[config.mk]
export PLATFORM = sky130hd
export DESIGN_NAME = lcd_hd44780_ctrl
export DESIGN_NICKNAME = d
export VERILOG_FILES = /design/src/rtl/lcd_hd44780_ctrl_pkg.sv /design/src/rtl/lcd_hd44780_ctrl_delay_cnt.sv /design/src/rtl/lcd_hd44780_ctrl.sv
export SDC_FILE = /design/constraint.sdc
export NUM_CORES = 1
export LEC_CHECK = 0
export CORE_MARGIN = 5
export CORE_UTILIZATION = 60
export CTS_CLUSTER_DIAMETER = 60
export DETAILED_ROUTE_END_ITERATION = 10
export GPL_TIMING_DRIVEN = 0
export PLACE_DENSITY = 0.85
export SLEW_MARGIN = 20
export SYNTH_ARGS = -nofsm -noshare
export SYNTH_HDL_FRONTEND = slang
export SYNTH_SLANG_ARGS = --single-unit
[constraint.sdc]
create_clock -name i_clk -period 4.75 [get_ports i_clk]
set_input_delay 0.7125 -clock i_clk [delete_from_list [all_inputs] [get_ports i_clk]]
set_output_delay 0.7125 -clock i_clk [all_outputs]
set_load 0.005 [all_outputs]
[src/rtl/lcd_hd44780_ctrl_pkg.sv]
// Shared types and constants for the HD44780 character-LCD write driver.
package lcd_pkg;

  // Controller phases, in the order a single write walks through them.
  typedef enum logic [2:0] {
    ST_POWERUP = 3'd0,
    ST_LOAD    = 3'd1,
    ST_SETUP   = 3'd2,
    ST_PULSE   = 3'd3,
    ST_HOLD    = 3'd4,
    ST_WAIT    = 3'd5,
    ST_IDLE    = 3'd6
  } lcd_state_e;

  // HD44780 instruction bytes used by the driver.
  localparam logic [7:0] CMD_CLEAR   = 8'h01;
  localparam logic [7:0] CMD_HOME    = 8'h02;
  localparam logic [7:0] CMD_FUNC    = 8'h38;  // 8-bit bus, 2 lines, 5x8 font
  localparam logic [7:0] CMD_DISP_ON = 8'h0C;  // display on, cursor off
  localparam logic [7:0] CMD_ENTRY   = 8'h06;  // increment, no shift

  // Power-on init sequence, issued in order before any request is accepted.
  localparam int INIT_LEN = 6;
  localparam logic [7:0] INIT_ROM [INIT_LEN] = '{
    CMD_FUNC, CMD_FUNC, CMD_FUNC, CMD_DISP_ON, CMD_CLEAR, CMD_ENTRY
  };
  localparam logic [2:0] INIT_LAST = 3'(INIT_LEN - 1);

  // Table lookup that stays in range for every value of a 3-bit index.
  function automatic logic [7:0] init_cmd(input logic [2:0] idx);
    init_cmd = 8'h00;
    for (int i = 0; i < INIT_LEN; i++) begin
      if (idx == 3'(i)) init_cmd = INIT_ROM[i];
    end
  endfunction

  // Clear and return-home are the only slow instructions.
  function automatic logic is_slow_cmd(input logic rs, input logic [7:0] d);
    return !rs && ((d == CMD_CLEAR) || (d == CMD_HOME));
  endfunction

endpackage

[src/rtl/lcd_hd44780_ctrl_delay_cnt.sv]
// Loadable down-counter that times every LCD phase. It sits at zero once
// expired, so the zero flag doubles as "phase finished".
module lcd_delay_cnt #(
  parameter int           W       = 20,
  parameter logic [W-1:0] RST_VAL = '0
) (
  input  logic         i_clk,
  input  logic         i_reset,
  input  logic         i_load,
  input  logic [W-1:0] i_load_val,
  output logic         o_zero
);

  logic [W-1:0] cnt_q;

  // Load on request, otherwise count down and stop at zero.
  always_ff @(posedge i_clk or negedge i_reset) begin
    if (!i_reset) begin
      cnt_q <= RST_VAL;
    end else if (i_load) begin
      cnt_q <= i_load_val;
    end else if (cnt_q != '0) begin
      cnt_q <= cnt_q - 1'b1;
    end
  end

  assign o_zero = (cnt_q == '0);

endmodule

[src/rtl/lcd_hd44780_ctrl.sv]
// Write-only HD44780 driver: runs the power-on init sequence, then takes one
// RS+byte per valid/ready handshake and produces setup / E pulse / hold /
// execution-wait timing on the LCD pins. All outputs come from registers.
module lcd_hd44780_ctrl
  import lcd_pkg::*;
#(
  parameter int T_POWERUP = 750000,
  parameter int T_SETUP   = 4,
  parameter int T_EN      = 12,
  parameter int T_HOLD    = 4,
  parameter int T_CMD     = 2000,
  parameter int T_CLEAR   = 82000
) (
  input  logic       i_clk,
  input  logic       i_reset,
  input  logic       i_valid,
  input  logic       i_rs,
  input  logic [7:0] i_data,
  output logic       o_ready,
  output logic       o_init_done,
  output logic [7:0] o_lcd_data,
  output logic       o_lcd_rs,
  output logic       o_lcd_rw,
  output logic       o_lcd_en,
  output logic       o_lcd_on
);

  localparam int T_MAX_A = (T_POWERUP > T_CLEAR) ? T_POWERUP : T_CLEAR;
  localparam int T_MAX_B = (T_CMD > T_EN) ? T_CMD : T_EN;
  localparam int T_MAX_C = (T_SETUP > T_HOLD) ? T_SETUP : T_HOLD;
  localparam int T_MAX_D = (T_MAX_A > T_MAX_B) ? T_MAX_A : T_MAX_B;
  localparam int T_MAX   = (T_MAX_D > T_MAX_C) ? T_MAX_D : T_MAX_C;
  localparam int CNT_W   = $clog2(T_MAX + 1);

  lcd_state_e  state_q, state_d;
  logic [2:0]  idx_q, idx_d;
  logic        done_q, done_d;
  logic        rs_q, rs_d;
  logic [7:0]  data_q, data_d;
  logic        en_q, ready_q, on_q;

  logic             cnt_load;
  logic [CNT_W-1:0] cnt_load_val;
  logic             cnt_zero;
  logic             long_wait;

  lcd_delay_cnt #(
    .W       (CNT_W),
    .RST_VAL (CNT_W'(T_POWERUP - 1))
  ) u_delay (
    .i_clk      (i_clk),
    .i_reset    (i_reset),
    .i_load     (cnt_load),
    .i_load_val (cnt_load_val),
    .o_zero     (cnt_zero)
  );

  // The first init step gets the long wait as well: the controller may still
  // be settling its interface width after power-up.
  assign long_wait = is_slow_cmd(rs_q, data_q) || (!done_q && (idx_q == 3'd0));

  // Next-state, counter reload and latched pin values.
  always_comb begin
    state_d      = state_q;
    idx_d        = idx_q;
    done_d       = done_q;
    rs_d         = rs_q;
    data_d       = data_q;
    cnt_load     = 1'b0;
    cnt_load_val = '0;
    unique case (state_q)
      ST_POWERUP: begin
        if (cnt_zero) state_d = ST_LOAD;
      end
      ST_LOAD: begin
        rs_d         = 1'b0;
        data_d       = init_cmd(idx_q);
        state_d      = ST_SETUP;
        cnt_load     = 1'b1;
        cnt_load_val = CNT_W'(T_SETUP - 1);
      end
      ST_SETUP: begin
        if (cnt_zero) begin
          state_d      = ST_PULSE;
          cnt_load     = 1'b1;
          cnt_load_val = CNT_W'(T_EN - 1);
        end
      end
      ST_PULSE: begin
        if (cnt_zero) begin
          state_d      = ST_HOLD;
          cnt_load     = 1'b1;
          cnt_load_val = CNT_W'(T_HOLD - 1);
        end
      end
      ST_HOLD: begin
        if (cnt_zero) begin
          state_d      = ST_WAIT;
          cnt_load     = 1'b1;
          cnt_load_val = long_wait ? CNT_W'(T_CLEAR - 1) : CNT_W'(T_CMD - 1);
        end
      end
      ST_WAIT: begin
        if (cnt_zero) begin
          if (!done_q && (idx_q < INIT_LAST)) begin
            idx_d   = idx_q + 3'd1;
            state_d = ST_LOAD;
          end else begin
            done_d  = 1'b1;
            state_d = ST_IDLE;
          end
        end
      end
      ST_IDLE: begin
        if (i_valid) begin
          rs_d         = i_rs;
          data_d       = i_data;
          state_d      = ST_SETUP;
          cnt_load     = 1'b1;
          cnt_load_val = CNT_W'(T_SETUP - 1);
        end
      end
      default: state_d = ST_POWERUP;
    endcase
  end

  // State, pin and status registers; EN and ready follow the next state so
  // they line up exactly with PULSE and IDLE.
  always_ff @(posedge i_clk or negedge i_reset) begin
    if (!i_reset) begin
      state_q <= ST_POWERUP;
      idx_q   <= 3'd0;
      done_q  <= 1'b0;
      rs_q    <= 1'b0;
      data_q  <= 8'h00;
      en_q    <= 1'b0;
      ready_q <= 1'b0;
      on_q    <= 1'b0;
    end else begin
      state_q <= state_d;
      idx_q   <= idx_d;
      done_q  <= done_d;
      rs_q    <= rs_d;
      data_q  <= data_d;
      en_q    <= (state_d == ST_PULSE);
      ready_q <= (state_d == ST_IDLE);
      on_q    <= 1'b1;
    end
  end

  assign o_ready     = ready_q;
  assign o_init_done = done_q;
  assign o_lcd_data  = data_q;
  assign o_lcd_rs    = rs_q;
  assign o_lcd_rw    = 1'b0;
  assign o_lcd_en    = en_q;
  assign o_lcd_on    = on_q;

endmodule

==> results.cfg <==
[run_status]
status = complete, no violations

[synthesis]
synth_top_family_by_area = simple AND/OR/NAND/NOR gates
syn-num-nets = 250
synth_ff_type = dfrtp_1
synth_xor_area_frac = 0.0755
avgSynthCellArea_um2 = 9.50
async_reset_ff_frac = 1.00
yosysWarnings = 0
postSynthCellCount = 232
synth_edf_count = 0
synth_compound_area_frac = 0.142
synth_area_um2 = 2200
synth_fa_ha_area_frac = 0.0341
yosysSeqAreaShare = 0.450
synth_mux_area_frac = 0.0159
synth-seq-cells = 39
synthSimpleGateAreaFrac = 0.236
yosysUniqueCellTypes = 47

[grt]
grt.overflow.total = 0
grt_pass1_wl_mm = 8.00
grt_use_total = 0.199
antenna_found_initial = 0
grt_pass1_vias = 1706
grt_max_degree = 25

[route]
vias = 1806
dr.pass1.iters = 4
drtIter0Drc = 115
antenna_left = 0
vias_per_cell = 5.77
drcViolationCount = 0
routedWlPerCell_um = 15.3
detail_route.wirelength_mm = 4.80

[run]
maxCapViolCount = 0

[clock_network]
clock_sinks = 39
cts_buffer_depth = 2
htreeDepth = 2
ctsRootBufferMaster = clkbuf_8
cts_hold_buf = 0
ctsResizeCount = 0
clk_pin_slew_ps = 80
cts_setup_buffers = 0
cts_tree = yes
cts_buffers = 5
clk-insertion-delay-late_ps = 300

[cells_and_area]
num_antenna_cells = 0
final_cell_mix = 26 x dfrtp_1, 23 x clkdlybuf4s50_1, 22 x nand2_1
final_nets = 282
final_area_um2 = 2610
final_common_cell = dfrtp_1
drive_above_1_share = 0.147
syn_to_final_growth_pct = 18.4

[sta]
finalSetupViolCount = 0
tns_ps = 0
fin_crit_ps = 2590
skew_ps = 10.6
finalHoldViolCount = 0
tightestPinTransition_ps = 943
maxSlewHeadroom = 0.366
fmax_ghz = 0.386
rsz0062_at_grt = no
period_share = 0.545
maxSlewViolCount = 0

[placed_design]
io_buffers = 24
gp_congestion = 0.864
dpl.hpwl_mm = 3.51
detailed_place.area_um2 = 2530

[setup_path]
ff2ff_path_depth = 5
r2r-start = u_delay.cnt_q[6]
cp_max_fo = 8
cp_data_required_time_ps = 4920
crit_path_end_kind = register
reg2reg_to = u_delay.cnt_q[9]
ff2ff_setup_slack_ps = 2160
worstSetupPathType = register to register
critPathLaunchType = register
arrival_ps = 2760

[die]
core_area_um2 = 3610
rows = 22
num_io_pins = 26
die_x_um = 70.6
fp.dieH_um = 70.6
dieArea_um2 = 4990
initial_core_util = 0.611

[power]
ir_worst_vdd_v = 0.000122
power_density_nw_per_um2 = 220
p_leak_nw = 1.02

[hold_path]
hp-class = input pin to async pin
cell families after synthesis:
logic type,count (synthesis)
compound gates,52
xor+xnor,19
fa+ha+maj,6
buf+inv,19
flops,39
mux,3
other cells,2
simple gates,92
through the flow:
stage	cells	worst slack, ps	total power [mW]	utilization	hold slack (ps)
2_1_floorplan	232	2400	0.340	-	417
3_3_place_gp	304	2050	0.357	0.695	483
3_5_place_dp	305	2270	0.360	0.701	496
4_1_cts	313	2240	0.578	0.724	341
5_1_grt	313	2070	0.597	0.724	353
6_report	313	2160	0.573	0.724	334
synth_stat cells (5+ instances only):
library cell,instances,area share
dfrtp_1,26,0.30
nand2_1,22,0.037
o21ai_0,21,0.048
nor2_1,16,0.027
a21oi_1,13,0.030
dfstp_2,13,0.15
nor3_1,11,0.025
xnor2_1,10,0.040
xor2_1,9,0.036
ha_1,6,0.034
inv_1,6,0.010
nor4_1,6,0.017
or3_1,6,0.017
nand3_1,5,0.011
o211ai_1,5,0.017
worst max-delay path, cell delays in order, from the launching register on:
cell and delay, ps:
dfrtp_1 440, or4_1 610, nor4_1 750, nand2_1 260, nand2_1 270, o21ai_0 130
report_power, final:
group          switching (mW)  total, mW  internal [mW]
logic                 0.00943     0.0207         0.0113
registers            0.000128      0.333          0.333
clock network           0.119      0.220          0.100
total                   0.129      0.573          0.445
sequential cells by signal, summed over array words and instances, names as in the netlist:
signal         cells
idx_q              3
o_lcd_on           1
u_delay.cnt_q     20
o_ready            1
o_init_done        1
o_lcd_en           1
state_q            3
o_lcd_rs           1
o_lcd_data         8
cell type report:
cell class	instances	area, um2
repair buffers	25	263
multi-input cells	174	1120
plain buffers	13	72.6
well taps	48	60.1
clock buffers	5	68.8
clock inverters	3	15.0
fillers	283	995
flip-flops and latches	39	992
inverters	6	22.5
layer usage:
layer | vias up | part of all wire | GRT usage
li1 | 877 | - | -
met1 | 865 | 0.44 | 0.261
met2 | 57 | 0.50 | 0.331
met3 | 7 | 0.052 | 0.0526
met4 | 0 | 0.011 | 0.0501
met5 | - | 0 | 0
worst max-delay path by stage:
stage | start | end | cells after the start
final | u_delay.cnt_q[6] | u_delay.cnt_q[9] | 5
after global routing | u_delay.cnt_q[6] | u_delay.cnt_q[9] | 5
after CTS | u_delay.cnt_q[6] | idx_q[1] | 6
after detailed placement | u_delay.cnt_q[11] | u_delay.cnt_q[18] | 8
after global placement | i_reset | idx_q[2] | 1
after floorplan | u_delay.cnt_q[11] | idx_q[1] | 7
(Power assumes the default switching activity.)
